**config.mk**
```make
export PLATFORM = sky130hd
export DESIGN_NAME = register_file
export DESIGN_NICKNAME = d
export VERILOG_FILES = /design/src/rtl/register_file_pkg.sv /design/src/rtl/register_file_read_port.sv /design/src/rtl/register_file.sv
export SDC_FILE = /design/constraint.sdc
export NUM_CORES = 1
export LEC_CHECK = 0
export CORE_MARGIN = 2
export CORE_UTILIZATION = 40
export CTS_BUF_LIST = sky130_fd_sc_hd__clkbuf_8
export DETAILED_ROUTE_END_ITERATION = 12
export HOLD_SLACK_MARGIN = 0.03
export MAX_ROUTING_LAYER = met4
export SLEW_MARGIN = 20
export SYNTH_ARGS = -nofsm -noshare
export SYNTH_HDL_FRONTEND = slang
export SYNTH_SLANG_ARGS = --single-unit
export TNS_END_PERCENT = 20
```
**constraint.sdc**
```tcl
create_clock -name clock -period 1.69 [get_ports clock]
set_input_delay 0.338 -clock clock [delete_from_list [all_inputs] [get_ports clock]]
set_output_delay 0.338 -clock clock [all_outputs]
set_load 0.02 [all_outputs]
```
**src/rtl/register_file_pkg.sv**
```systemverilog
// Shared constants and address-width helpers for the register_file bank.
// Optional same-cycle write forwarding is controlled by REGISTER_FILE_WRITE_BYPASS_EN (see read port).
package register_file_pkg;

   localparam int DEFAULT_WIDTH = 16;
   localparam int DEFAULT_DEPTH = 8;

   function automatic int clog2(input int value);
      int result;
      int span;
      result = 0;
      span   = 1;
      while (span < value) begin
         span   = span * 2;
         result = result + 1;
      end
      return result;
   endfunction

   // A depth of 1 or 2 still needs one address bit.
   function automatic int addr_width(input int depth);
      return (clog2(depth) < 1) ? 1 : clog2(depth);
   endfunction

endpackage

```
**src/rtl/register_file_read_port.sv**
```systemverilog
// One registered read port: range check, zero-register masking, optional write bypass.
// Macro REGISTER_FILE_WRITE_BYPASS_EN forwards a same-cycle valid write into the output.
module register_file_read_port
   import register_file_pkg::*;
#(
   parameter  int WIDTH      = DEFAULT_WIDTH,
   parameter  int DEPTH      = DEFAULT_DEPTH,
   parameter  int ZERO_REG   = 0,
   localparam int ADDR_WIDTH = addr_width(DEPTH)
) (
   input  logic                  clock,
   input  logic                  reset,
   input  logic                  enable,
   input  logic [WIDTH-1:0]      regs [DEPTH],
   input  logic                  write_hit,
   input  logic [ADDR_WIDTH-1:0] write_address,
   input  logic [WIDTH-1:0]      write_data,
   input  logic [ADDR_WIDTH-1:0] read_address,
   output logic [WIDTH-1:0]      read_data
);

`ifdef REGISTER_FILE_WRITE_BYPASS_EN
   localparam bit BYPASS_EN = 1'b1;
`else
   localparam bit BYPASS_EN = 1'b0;
`endif

   localparam logic [ADDR_WIDTH:0] DEPTH_W = (ADDR_WIDTH + 1)'(DEPTH);

   logic             in_range;
   logic             is_zero_reg;
   logic             bypass_hit;
   logic [WIDTH-1:0] read_value;
   logic [WIDTH-1:0] read_data_d;
   logic [WIDTH-1:0] read_data_q;

   assign in_range    = ({1'b0, read_address} < DEPTH_W);
   assign is_zero_reg = (ZERO_REG != 0) && (read_address == '0);
   // write_hit already excludes ignored writes, so forwarding can never leak them.
   assign bypass_hit  = BYPASS_EN && write_hit && (write_address == read_address);

   always_comb begin
      read_value = '0;
      if (in_range && !is_zero_reg) begin
         read_value = regs[read_address];
      end
      if (bypass_hit) begin
         read_value = write_data;
      end
      read_data_d = enable ? read_value : read_data_q;
   end

   always_ff @(posedge clock) begin
      if (reset) begin
         read_data_q <= '0;
      end else begin
         read_data_q <= read_data_d;
      end
   end

   assign read_data = read_data_q;

endmodule

```
**src/rtl/register_file.sv**
```systemverilog
// DEPTH x WIDTH register bank with one write port and two registered read ports.
// Define REGISTER_FILE_WRITE_BYPASS_EN to return same-cycle writes on the read ports.
module register_file
   import register_file_pkg::*;
#(
   parameter  int               WIDTH       = DEFAULT_WIDTH,
   parameter  int               DEPTH       = DEFAULT_DEPTH,
   parameter  logic [WIDTH-1:0] RESET_VALUE = '0,
   parameter  int               ZERO_REG    = 0,
   localparam int               ADDR_WIDTH  = addr_width(DEPTH)
) (
   input  logic                  clock,
   input  logic                  reset,
   input  logic                  enable,
   input  logic                  write_enable,
   input  logic [ADDR_WIDTH-1:0] write_address,
   input  logic [WIDTH-1:0]      write_data,
   input  logic [ADDR_WIDTH-1:0] read_address_a,
   output logic [WIDTH-1:0]      read_data_a,
   input  logic [ADDR_WIDTH-1:0] read_address_b,
   output logic [WIDTH-1:0]      read_data_b
);

   localparam logic [ADDR_WIDTH:0] DEPTH_W = (ADDR_WIDTH + 1)'(DEPTH);

   // No handshake: every enabled cycle writes (if requested) and updates both read outputs.
   logic [WIDTH-1:0] regs_d [DEPTH];
   logic [WIDTH-1:0] regs_q [DEPTH];
   logic             write_in_range;
   logic             write_to_zero;
   logic             write_hit;

   assign write_in_range = ({1'b0, write_address} < DEPTH_W);
   assign write_to_zero  = (ZERO_REG != 0) && (write_address == '0);
   assign write_hit      = enable && write_enable && write_in_range && !write_to_zero;

   always_comb begin
      regs_d = regs_q;
      if (write_hit) begin
         regs_d[write_address] = write_data;
      end
   end

   always_ff @(posedge clock) begin
      if (reset) begin
         for (int i = 0; i < DEPTH; i++) begin
            regs_q[i] <= ((ZERO_REG != 0) && (i == 0)) ? '0 : RESET_VALUE;
         end
      end else begin
         regs_q <= regs_d;
      end
   end

   register_file_read_port #(
      .WIDTH    (WIDTH),
      .DEPTH    (DEPTH),
      .ZERO_REG (ZERO_REG)
   ) u_port_a (
      .clock         (clock),
      .reset         (reset),
      .enable        (enable),
      .regs          (regs_q),
      .write_hit     (write_hit),
      .write_address (write_address),
      .write_data    (write_data),
      .read_address  (read_address_a),
      .read_data     (read_data_a)
   );

   register_file_read_port #(
      .WIDTH    (WIDTH),
      .DEPTH    (DEPTH),
      .ZERO_REG (ZERO_REG)
   ) u_port_b (
      .clock         (clock),
      .reset         (reset),
      .enable        (enable),
      .regs          (regs_q),
      .write_hit     (write_hit),
      .write_address (write_address),
      .write_data    (write_data),
      .read_address  (read_address_b),
      .read_data     (read_data_b)
   );

endmodule
```
-- Yosys cells after proc, flatten, opt, wreduce, memory -nomap -nowiden
Cells that the tools add are included.
- add/sub/neg operators: 0
- multiply operators: 0
- div/mod/pow operators: 0
- $lt $le $gt $ge: 4
- equal/unequal tests: 0
- shift-type cells: 0
- multiplexer cells: 9
- bitwise logic cells: 3
- reduce and logical (&&, ||, !) cells: 2
- operators with widths (cell ; number):
    bitwise mux 128 bit ; 1
    binary-select mux 16 bit (select 3 bit) ; 2
    two-way mux 16 bit ; 5
    demux 16 bit (select 3 bit) ; 1
    >= comparator 4 bit (second input constant) ; 3
    inverter 3 -> 4 bit ; 3
    less-than comparator 4 x 1 -> 1 bit (second input constant) ; 1
    logical AND 1 bit ; 2
- bits in registers: 160
- latch bits: 0
- memory bits (writable): 0
- bits in read-only memories: 0
- input bits: 29
- output and inout port bits: 32
- memories kept: 0

-- Longest topological paths before layout
- depth in word-level cells: 6
- gate-level depth with buffers: 7
- mapped depth without buffers: 4

-- Hierarchy
A second synthesis with hierarchy kept.
- cell total of the unflattened synthesis: 789
- area total of the unflattened synthesis: 8449.4 um^2
- by module, submodules not included (module ; instances ; cells each ; area an instance (um^2)):
    register_file ; 1 ; 457 ; 5113.7
    register_file_read_port ; 2 ; 166 ; 1667.8

-- Least setup slack after synthesis
Ideal clock, no wire load.
- path kind: in2reg
- start: in write_address[2]
- end: reg regs_q[85] (netlist bit)
- library setup time: 0.128 ns
- arrival time: 1.405 ns
- required time: 1.562 ns
- setup slack: 0.157 ns
- stages: 6
- path buffers: 2
- cells stage by stage: nand2b_1 > buf_6 > nor3_4 > buf_6 > mux2i_1 > nor2_1
- cells in the longest elaborated chain, start to end: 6
- elaborated cells on any way between the ends: 7
- classes of those cells: order compare (2); mux (3); bitwise (1); reduce/logical (1)
- RTL lines (element ; RTL line ; text):
    start, declared ; register_file.sv:16 ; input logic [ADDR_WIDTH-1:0] write_address,
    inverter 3 -> 4 bit (implied by the code) * ; register_file.sv:40 ; regs_d[write_address] = write_data;
    >= comparator 4 bit (implied by the code) / less-than comparator 4 x 1 -> 1 bit (equally long branches) ; register_file.sv:40 ;
    logical AND 1 bit (implied by the code) ; register_file.sv:40 ;
    two-way mux 16 bit (implied by the code) ; register_file.sv:40 ;
    demux 16 bit (select 3 bit) * ; register_file.sv:40 ;
    bitwise mux 128 bit * ; register_file.sv:40 ;
    end signal, assigned by index ; register_file.sv:47 ; regs_q[i] <= ((ZERO_REG != 0) && (i == 0)) ? '0 : RESET_VALUE;
    end signal, assigned ; register_file.sv:50 ; regs_q <= regs_d;
    end, declared ; register_file.sv:28 ; logic [WIDTH-1:0] regs_q [DEPTH];
Mark *: on every way between the ends. The rest lies on a longest branch, timed or not.
A chain may end at the register's enable or synchronous reset.

-- Worst setup path after layout
- start: reg u_port_a.read_data_q[8], in the netlist u_port_a.read_data[8]
- end: out read_data_a[8]
- RTL lines (element ; RTL line ; text):
    start, declared ; register_file_read_port.sv:35 ; logic [WIDTH-1:0] read_data_q;
    start signal, assigned ; register_file_read_port.sv:57 ; read_data_q <= read_data_d;
    end, declared ; register_file.sv:19 ; output logic [WIDTH-1:0] read_data_a,
No word-level cell between the ends.

==> results.md <==
* Main synth FF type: dfxtp_1
* Hold Vio Cnt, Final at 0
* Layout cell share with drive strength beyond 1 at around 20%
* Startpoint Class: flop
* Multiplexer share of the synthesized area at a little over a fifth
* Worst-path fanout max at 2
* Hold bufs inserted after CTS at 0
* Max Clock Freq at just over 600 MHz
* CTS tree: yes
* Reg clk slew, reported paths at 0.09 ns
* Via Count at ~6700
* Rel. slew slack at 71.2%
* Total iterations of the first detailed-routing run at 5
* First-pass GRT wire length at 37.2 mm
* Worst path required time at ~1.4 ns
* Worst min path class: input port to flop
* Most frequent cell after synthesis: nand2_1
* CTS Sinks at 160
* Post-synth top cells: nand2_1 (165), dfxtp_1 (160), a21oi_1 (96), mux2i_1 (96), nor2_1 (66)
* Final Non-Filler Cells at around 1200
* Worst Tran Pin Value at 0.430 ns
* PwrDens at between 800 and 900 nW/um2
* CTS H-tree lvls at 4
* Core Rows at 51
* Max Cap Violations at 0
* Setup violators final at 0
* Via/cell ratio at ~5.4
* Post-synthesis adder-cell area fraction at 0%
* Core Box Area at approximately 20000 um2
* Flop-to-flop setup slack at ~0.37 ns
* Pleak at 3.60 nW
* Critical path capture point type: output port
* Yosys top cell by area: dfxtp_1
* Worst-Skew Late Latency at between 0.4 and 0.5 ns
* IO Pins at roughly 60
* DR iter-0 viols at 642
* DPL Wire Length at between 15 and 20 mm
* CP Class: flop to output port
* Area delta synth->final at 19.7%
* Clock Skews at ~0.012 ns
* Synth Area in Simple Gates at approximately an eighth
* ANT nets after route at 0
* Num CTS Buffers at 17
* Ant. Diodes at 0
* Synth unique cells at 32
* Die area at 21100 um2
* Asr flop ratio synth at 0%
* Routed wire length at 24.3 mm
* Sequential share of the synthesized area at roughly 40%
* # nets final at between 900 and 1000
* Gr ovfl total at 0
* DR WL/cell at between 15 and 20 um
* Initial antenna violation count at 0
* Syn_nets at 914
* Placer Congestion at between 0.8 and 0.9
* RSZ-0062 raised after global routing: no
* Outcome: finished, final reports clean
* Placed cells at 1195
* TNS Setup at 0 ns
* Post-Syn Area at 7960 um2
* Tmin final at between 1.5 and 2 ns
* Total track usage at 23.5%
* Post-CTS setup buffer count at 0
* Cells after Synth at a little under 900
* Syn Area/Cell at roughly 9 um2
* Largest family of logic cells by synthesized area: multiplexers
* Die width at approximately 150 um
* Worst Path Buf+Inv at 1
* Cell family with most CP delay: flip-flops
* Maximum VDD drop at just over 0.4 mV
* Final period util at between 90% and 100%
* Top cells by area, synth: dfxtp_1 (40%), mux2i_1 (12%), nand2_1 (7.8%), mux2_2 (7.4%), a21oi_1 (6.0%)
* FF+latch count, synth at 160
* Yosys top cell area share at roughly two fifths
* Compound-Gate Fraction of Synth Area at 19.1%
* Clk buf depth at 2
* Pin count of the biggest net entering global routing at 73
* Max Slew Vio Count at 0
* Synth Area in XOR/XNOR at 0%
* DRC at 0
* Yosys warnings at 0
* Critical Path AT at 1.27 ns
* Port Buf Inserts at 60
* Number of flops mapped to enable cells by yosys at 0
* CP max-delay cell: dfxtp_1
* Ordered cell list for the critical path: dlygate4sd2_1
* Vias in the first global route at about 6300
* CP max stage delay at roughly 0.44 ns
* Initial core utilization at 40.8%
* Height of the die at ~150 um
* Clock Tree Root: clkbuf_8
* Post-CTS Resized at 32
kinds of logic after synthesis:
kind of cell	Yosys count
muxes	160
buffers and inverters	90
and+or+nand+nor	251
AOI/OAI and AO/OA	224
DFF	160
cells in the final DEF, fill, tap and decap left out, types with 6 or more instances in the layout:
master / netlist / final
nand2_1: 165 / 165
mux2_1: 12 / 12
a22oi_1: 6 / 6
o22ai_1: 26 / 26
mux2i_1: 96 / 96
dlygate4sd2_1: 0 / 32
nor2_1: 66 / 66
a21oi_1: 96 / 96
buf_12: 3 / 21
buf_4: 2 / 57
o221ai_1: 6 / 6
a211oi_2: 24 / 24
clkbuf_8: 0 / 19
a221o_1: 26 / 26
a211oi_1: 8 / 8
clkdlybuf4s50_1: 0 / 24
o21ai_0: 32 / 32
dfxtp_1: 160 / 160
mux2_2: 52 / 52
stage by stage:
| step | power (mW) | cell area, um2 | setup slack (ns) | util (%) | hold WS, ns |
|---|---|---|---|---|---|
| global placement | 5.17 | 9170 | -0.303 | 47.0 | 0.451 |
| detailed placement | 5.17 | 9170 | -0.328 | 47.0 | 0.458 |
| finish | 7.97 | 9530 | 0.0804 | 48.8 | 0.213 |
| global route | 8.24 | 9530 | 0.0578 | 48.8 | 0.210 |
| floorplan | 4.69 | 7960 | 0.157 | - | 0.441 |
| CTS | 8.00 | 9530 | 0.0791 | 48.8 | 0.200 |
flip-flops by register name (all words and copies together), names as in the netlist:
register,flops
u_port_a.read_data,16
u_port_b.read_data,16
regs_q,128
power breakdown:
part / switching (mW) / total (mW) / leakage, nW / internal (mW)
clock: 1.52 / 2.91 / 0.198 / 1.39
combinational: 0.653 / 1.14 / 2.10 / 0.482
sequential: 0.0614 / 3.92 / 1.30 / 3.86
final timing paths:
kind | start | to | depth (start not counted)
setup / recovery | u_port_a.read_data[8] | read_data_a[8] | 1
hold / removal | reset | regs_q[20] | 2
setup reg to reg | regs_q[33] | u_port_b.read_data[1] | 4
hold reg to reg | regs_q[48] | regs_q[48] | 2
area by class of cell:
class / instances / area, um2
tap: 265 / 332
timing repair buffer: 135 / 1370
clock inverter: 13 / 138
fill: 1910 / 9990
clock buffer: 19 / 262
sequential: 160 / 3200
multi-input combinational: 635 / 4220
layer usage:
| metal | global-route usage [%] | vias up | wire, um |
|---|---|---|---|
| met5 | - | - | 0 |
| met4 | 7.35 | 0 | 479 |
| met3 | 3.58 | 35 | 1270 |
| met2 | 35.0 | 211 | 10800 |
| met1 | 32.7 | 3158 | 11800 |
| li1 | - | 3263 | - |
Power figures use the tool's default switching activity.
